--- config.mk ---
export PLATFORM = sky130hd
export DESIGN_NAME = discrete_sys_inv
export DESIGN_NICKNAME = d
export VERILOG_FILES = /design/src/rtl/discrete_sys_inv_pkg.sv /design/src/rtl/seq_div_const.sv /design/src/rtl/discrete_sys_inv.sv
export SDC_FILE = /design/constraint.sdc
export NUM_CORES = 1
export LEC_CHECK = 0
export CORE_MARGIN = 3
export CORE_UTILIZATION = 54
export CTS_BUF_LIST = sky130_fd_sc_hd__clkbuf_4
export CTS_CLUSTER_SIZE = 10
export DETAILED_ROUTE_END_ITERATION = 7
export GPL_ROUTABILITY_DRIVEN = 0
export MAX_ROUTING_LAYER = met4
export PLACE_DENSITY = 0.8
export SLEW_MARGIN = 25
export SYNTH_ARGS = -nofsm -noshare
export SYNTH_HDL_FRONTEND = slang
export SYNTH_SLANG_ARGS = --single-unit
--- constraint.sdc ---
create_clock -name clk_21 -period 16.5 [get_ports clk_21]
set_input_delay 3.3 -clock clk_21 [delete_from_list [all_inputs] [get_ports clk_21]]
set_output_delay 3.3 -clock clk_21 [all_outputs]
set_load 0.01 [all_outputs]
--- src/rtl/discrete_sys_inv_pkg.sv ---
// rtl/discrete_sys_inv_pkg.sv - shared widths, constants and FSM states for discrete_sys_inv
package discrete_sys_inv_pkg;

    localparam logic [3:0] M_DEFAULT  = 4'd15;
    localparam int         DIN_W      = 20;
    localparam int         V_W        = 24;
    localparam int         X_W        = 14;
    localparam int         DOUT_W     = 8;
    localparam int         DIV_CYCLES = 24;
    localparam int         CNT_W      = $clog2(DIV_CYCLES + 1);

    typedef enum logic [1:0] {
        ST_IDLE,
        ST_CALC,
        ST_DIV,
        ST_OUT
    } state_e;

endpackage

--- src/rtl/seq_div_const.sv ---
// rtl/seq_div_const.sv - restoring divider, one quotient bit per cycle, 4-bit divisor
module seq_div_const
    import discrete_sys_inv_pkg::*;
(
    input  logic             clk_i,
    input  logic             rst_i,
    input  logic             start_i,
    input  logic [V_W-1:0]   dividend_i,
    input  logic [3:0]       divisor_i,
    output logic             busy_o,
    output logic             done_o,
    output logic [X_W-1:0]   quotient_o,
    output logic [3:0]       remainder_o
);

    // quo_q starts as the dividend; its MSBs shift out into the partial
    // remainder while quotient bits shift in at the LSB end.
    logic [V_W-1:0]   quo_q, quo_d;
    logic [3:0]       rem_q, rem_d;
    logic [CNT_W-1:0] cnt_q, cnt_d;
    logic [4:0]       trial;

    // One restoring step per cycle while busy; load a new dividend when idle
    always_comb begin
        quo_d = quo_q;
        rem_d = rem_q;
        cnt_d = cnt_q;
        trial = {rem_q, quo_q[V_W-1]};
        if (cnt_q != '0) begin
            if (trial >= {1'b0, divisor_i}) begin
                // difference is below the divisor, so it fits in 4 bits
                rem_d = trial[3:0] - divisor_i;
                quo_d = {quo_q[V_W-2:0], 1'b1};
            end else begin
                rem_d = trial[3:0];
                quo_d = {quo_q[V_W-2:0], 1'b0};
            end
            cnt_d = cnt_q - 1'b1;
        end else if (start_i) begin
            quo_d = dividend_i;
            rem_d = '0;
            cnt_d = CNT_W'(DIV_CYCLES);
        end
    end

    // Divider state register
    always_ff @(posedge clk_i or posedge rst_i) begin
        if (rst_i) begin
            quo_q <= '0;
            rem_q <= '0;
            cnt_q <= '0;
        end else begin
            quo_q <= quo_d;
            rem_q <= rem_d;
            cnt_q <= cnt_d;
        end
    end

    assign busy_o      = (cnt_q != '0);
    // High in the cycle whose closing edge writes the final quotient bit
    assign done_o      = (cnt_q == CNT_W'(1));
    // Recovered x wraps modulo 2^14, so only the low quotient bits matter
    assign quotient_o  = quo_q[X_W-1:0];
    assign remainder_o = rem_q;

endmodule

--- src/rtl/discrete_sys_inv.sv ---
// rtl/discrete_sys_inv.sv - sample-serial inverse of the M-weighted cascaded sum system
module discrete_sys_inv
    import discrete_sys_inv_pkg::*;
#(
    parameter logic [3:0] M = M_DEFAULT
)
(
    input  logic              clk_21,
    input  logic              rst_21,
    input  logic              data_valid_21,
    input  logic [DIN_W-1:0]  din_21,
    output logic              ready_21,
    output logic              dout_valid_21,
    output logic [DOUT_W-1:0] dout_21,
    output logic              err_21
);

    localparam logic [V_W-1:0] M_V = V_W'(M);

    state_e              state_q, state_d;
    logic [DIN_W-1:0]    din_q;
    logic [V_W-1:0]      v_q, v1_q, v2_q;
    logic [X_W-1:0]      x1_q, x2_q;
    logic [DOUT_W-1:0]   dout_q;
    logic                dout_valid_q;
    logic                err_q;

    logic [V_W-1:0]      v_calc;
    logic [V_W-1:0]      v_abs;
    logic [X_W-1:0]      s_calc;
    logic [X_W-1:0]      x_calc;
    logic                x_range_err;
    logic [DOUT_W-1:0]   dout_sat;

    logic                div_start;
    logic                div_busy;
    logic                div_done;
    logic [X_W-1:0]      div_quo;
    logic [3:0]          div_rem;

    // Datapath: undo the outer M-weighted recursion, then the inner sum
    always_comb begin
        v_calc      = {{(V_W-DIN_W){1'b0}}, din_q} - M_V * v1_q - M_V * v2_q;
        v_abs       = v_calc[V_W-1] ? (~v_calc + 1'b1) : v_calc;
        s_calc      = v_q[V_W-1] ? (~div_quo + 1'b1) : div_quo;
        x_calc      = s_calc - x1_q - x2_q;
        x_range_err = x_calc[X_W-1] || (|x_calc[X_W-2:DOUT_W]);
        if (x_calc[X_W-1]) begin
            dout_sat = '0;
        end else if (x_range_err) begin
            dout_sat = '1;
        end else begin
            dout_sat = x_calc[DOUT_W-1:0];
        end
    end

    // Next-state logic; the divider is launched from CALC with |v|
    always_comb begin
        state_d   = state_q;
        div_start = 1'b0;
        case (state_q)
            ST_IDLE: if (data_valid_21) state_d = ST_CALC;
            ST_CALC: begin
                div_start = 1'b1;
                state_d   = ST_DIV;
            end
            // an idle divider in DIV can only mean it already finished
            ST_DIV:  if (div_done || !div_busy) state_d = ST_OUT;
            ST_OUT:  state_d = ST_IDLE;
            default: state_d = ST_IDLE;
        endcase
    end

    // FSM state register
    always_ff @(posedge clk_21 or posedge rst_21) begin
        if (rst_21) begin
            state_q <= ST_IDLE;
        end else begin
            state_q <= state_d;
        end
    end

    // Sample capture, v register, history shift and output registers
    always_ff @(posedge clk_21 or posedge rst_21) begin
        if (rst_21) begin
            din_q        <= '0;
            v_q          <= '0;
            v1_q         <= '0;
            v2_q         <= '0;
            x1_q         <= '0;
            x2_q         <= '0;
            dout_q       <= '0;
            dout_valid_q <= 1'b0;
            err_q        <= 1'b0;
        end else begin
            dout_valid_q <= (state_q == ST_OUT);
            if (state_q == ST_IDLE && data_valid_21) begin
                din_q <= din_21;
            end
            if (state_q == ST_CALC) begin
                v_q <= v_calc;
            end
            if (state_q == ST_OUT) begin
                v2_q   <= v1_q;
                v1_q   <= v_q;
                x2_q   <= x1_q;
                x1_q   <= x_calc;
                dout_q <= dout_sat;
                if (div_rem != 4'd0 || x_range_err) begin
                    err_q <= 1'b1;
                end
            end
        end
    end

    seq_div_const u_div (
        .clk_i       (clk_21),
        .rst_i       (rst_21),
        .start_i     (div_start),
        .dividend_i  (v_abs),
        .divisor_i   (M),
        .busy_o      (div_busy),
        .done_o      (div_done),
        .quotient_o  (div_quo),
        .remainder_o (div_rem)
    );

    assign ready_21      = (state_q == ST_IDLE);
    assign dout_valid_21 = dout_valid_q;
    assign dout_21       = dout_q;
    assign err_21        = err_q;

endmodule

==> run metrics <==
fmax 169 MHz; Final Core Density 59.1%; Hold Crit Class register to register; Mapped Area 13,600 um2; simple logic cell fraction of the synthesized area 10.2%; DRT iter0 DRCs 506; Hold Vio Cnt, Final 0; Root Buffer clkbuf_4; IO buf count 33; Post-synth ARST share 100%; outcome finished clean; setup TNS 0 ps; Top-Level Pins 34; core area 24,500 um2; Worst Max-Slew Pin Slew 990 ps; largest family of logic cells by synthesized area adder cells; Clk Latency, worst-skew pair 610 ps; area share of fa/ha/maj cells after synthesis 28.3%; All-Layer GR Usage 21.8%; top-area cell type share of the netlist area 30.3%; Synth Warn # 0; #FFs+latches synth 165; fin nets 1,611; Max-Cap Viols 0; Post-CTS Setup Bufs 0; Worst Skew 25.9 ps; crit path kind register to register; vias in the first global route 9,864; relative slew slack 33.4%; first-pass GRT wire length 46,200 um; die width 165 um; commonest cells in the netlist inv_1, dfrtp_1, fa_1; hpwl dp 19,900 um; CP arrival 6490 ps; CP max FO 14; post-synthesis mux area share 6.04%; CTS Buffer Depth 2; CTS tree yes; CTS Hold Bufs 0; Cells after Synth 1,365; startpoint class of the critical path register; htree depth 4; Tmin final 5930 ps; largest net degree at the start of global routing 108; Synth Area in Compound Gates 12.4%; DR vias/cell 5.45; Pre-Repair DR Iteration Count 5; # DRC 0; # fillers 2,045; post-cts resize count 0; area leader, netlist dfrtp_1; Worst-path clk slew 160 ps; total grt overflow 0; Slew Viols, Final 0; die area 27,200 um2; RSZ-0062 raised after global routing false; clock sinks 165; final setup vio count 0; most frequent cell after synthesis inv_1; post-DR wirelength/cell 15.3 um; Layout area overhead 6.39%; CP endpoint kind register; Unique masters post-synth 76; routed via count 9,328; Post-synth EDFFs 0; Die H 165 um; sequential share of the synthesized area 30.3%; initial antenna violation count 1; post-route ant nets 0; ranking of synthesized cells by area dfrtp_1, fa_1, inv_1; syn_nets 1,604; share of cells above drive strength 1 9.46%; period utilisation layout 35.9%; Post-Synth XOR/XNOR Area 4.56%; TritonCTS Buffers 17; Syn Area/Cell 9.98 um2; WP data required 17,060 ps; Top FF cell, synth dfrtp_1; # rows 57; final WL 26,200 um; Initial Util 55.5%
## sequential cells by signal, summed over array words and instances, names as in the netlist, 4 cells and up
register	flops
u_div.quo_q	24
v1_q	24
u_div.cnt_q	5
din_q	20
dout_21	8
u_div.remainder_o	4
v_q	24
v2_q	24
x1_q	14
x2_q	14
## stage by stage
stage | std cells | worst slack [ps] | instance area (um2) | hold slack, ps
final | 1711 | 10570 | 14500 | 500
after global routing | 1711 | 10180 | 14500 | 524
after CTS | 1708 | 10330 | 14500 | 503
after detailed placement | 1676 | 10390 | 14200 | 470
after global placement | 1676 | 10690 | 14200 | 459
after floorplan | 1365 | 8740 | 13600 | 446
## layout by cell type, fill, tap and decap left out, drive strengths merged, types with 10 or more instances in the layout
cell type and count:
clkbuf 18, nand3 17, ha 62, nor3 22
nor2 50, dfrtp 165, mux2 58, o21ai 115
a211oi 10, xnor2 45, fa 154, a22o 10
xor2 26, clkdlybuf4s50 33, mux2i 17, inv 246
a21o 10, a21oi 60, nand2 122
## cells by family (layout without fill, tap and decap cells)
kind of cell	count (synthesis)	after routing
compound gates	267	267
xor+xnor	71	71
fa+ha+maj	216	216
buf+inv	288	308
flops	165	165
mux	75	75
other cells	0	2
simple gates	283	283
## critical path, cell delays in order, from the launching register on
cell	delay (ps)
dfrtp_1	470
inv_1	210
fa_1	480
fa_1	520
fa_1	540
inv_1	50
fa_1	530
inv_1	50
ha_1	350
a21oi_1	290
o21bai_1	100
a211oi_1	410
a21oi_2	120
o21bai_1	200
a311o_1	540
and2_1	430
o21ai_0	170
a311oi_1	330
a21o_1	120
## metal layers
| layer | GRT usage [%] | wire length (um) |
|---|---|---|
| met1 | 27.7 | 11800 |
| met2 | 36.4 | 13200 |
| met3 | 2.93 | 680 |
| met4 | 6.94 | 427 |
| met5 | - | 0 |
## cell type report
| type | count | area, um2 | area share [%] |
|---|---|---|---|
| multi-input cells | 912 | 8400 | 58.0 |
| flip-flops and latches | 165 | 4130 | 28.5 |
| inverters | 239 | 905 | 6.24 |
| well taps | 324 | 405 | 2.80 |
| repair buffers | 37 | 360 | 2.49 |
| clock inverters | 15 | 164 | 1.13 |
| clock buffers | 17 | 128 | 0.880 |
| diodes | 2 | 5.00 | 0.0345 |
## path summary, 6_finish.rpt
path,from,to,slack (ps),depth (start not counted)
min in group asynchronous,rst_21,dout_21[1],3190,2
setup reg to reg,v1_q[11],u_div.quo_q[12],10570,18
hold reg to reg,v_q[12],v1_q[12],500,2
setup / recovery,v1_q[11],u_div.quo_q[12],10570,18
max in group asynchronous,rst_21,v_q[16],12040,3
hold / removal,v_q[12],v1_q[12],500,2
Power is not shown: default switching activity piles up to over one toggle a cycle in this logic, so the estimate is an artifact.
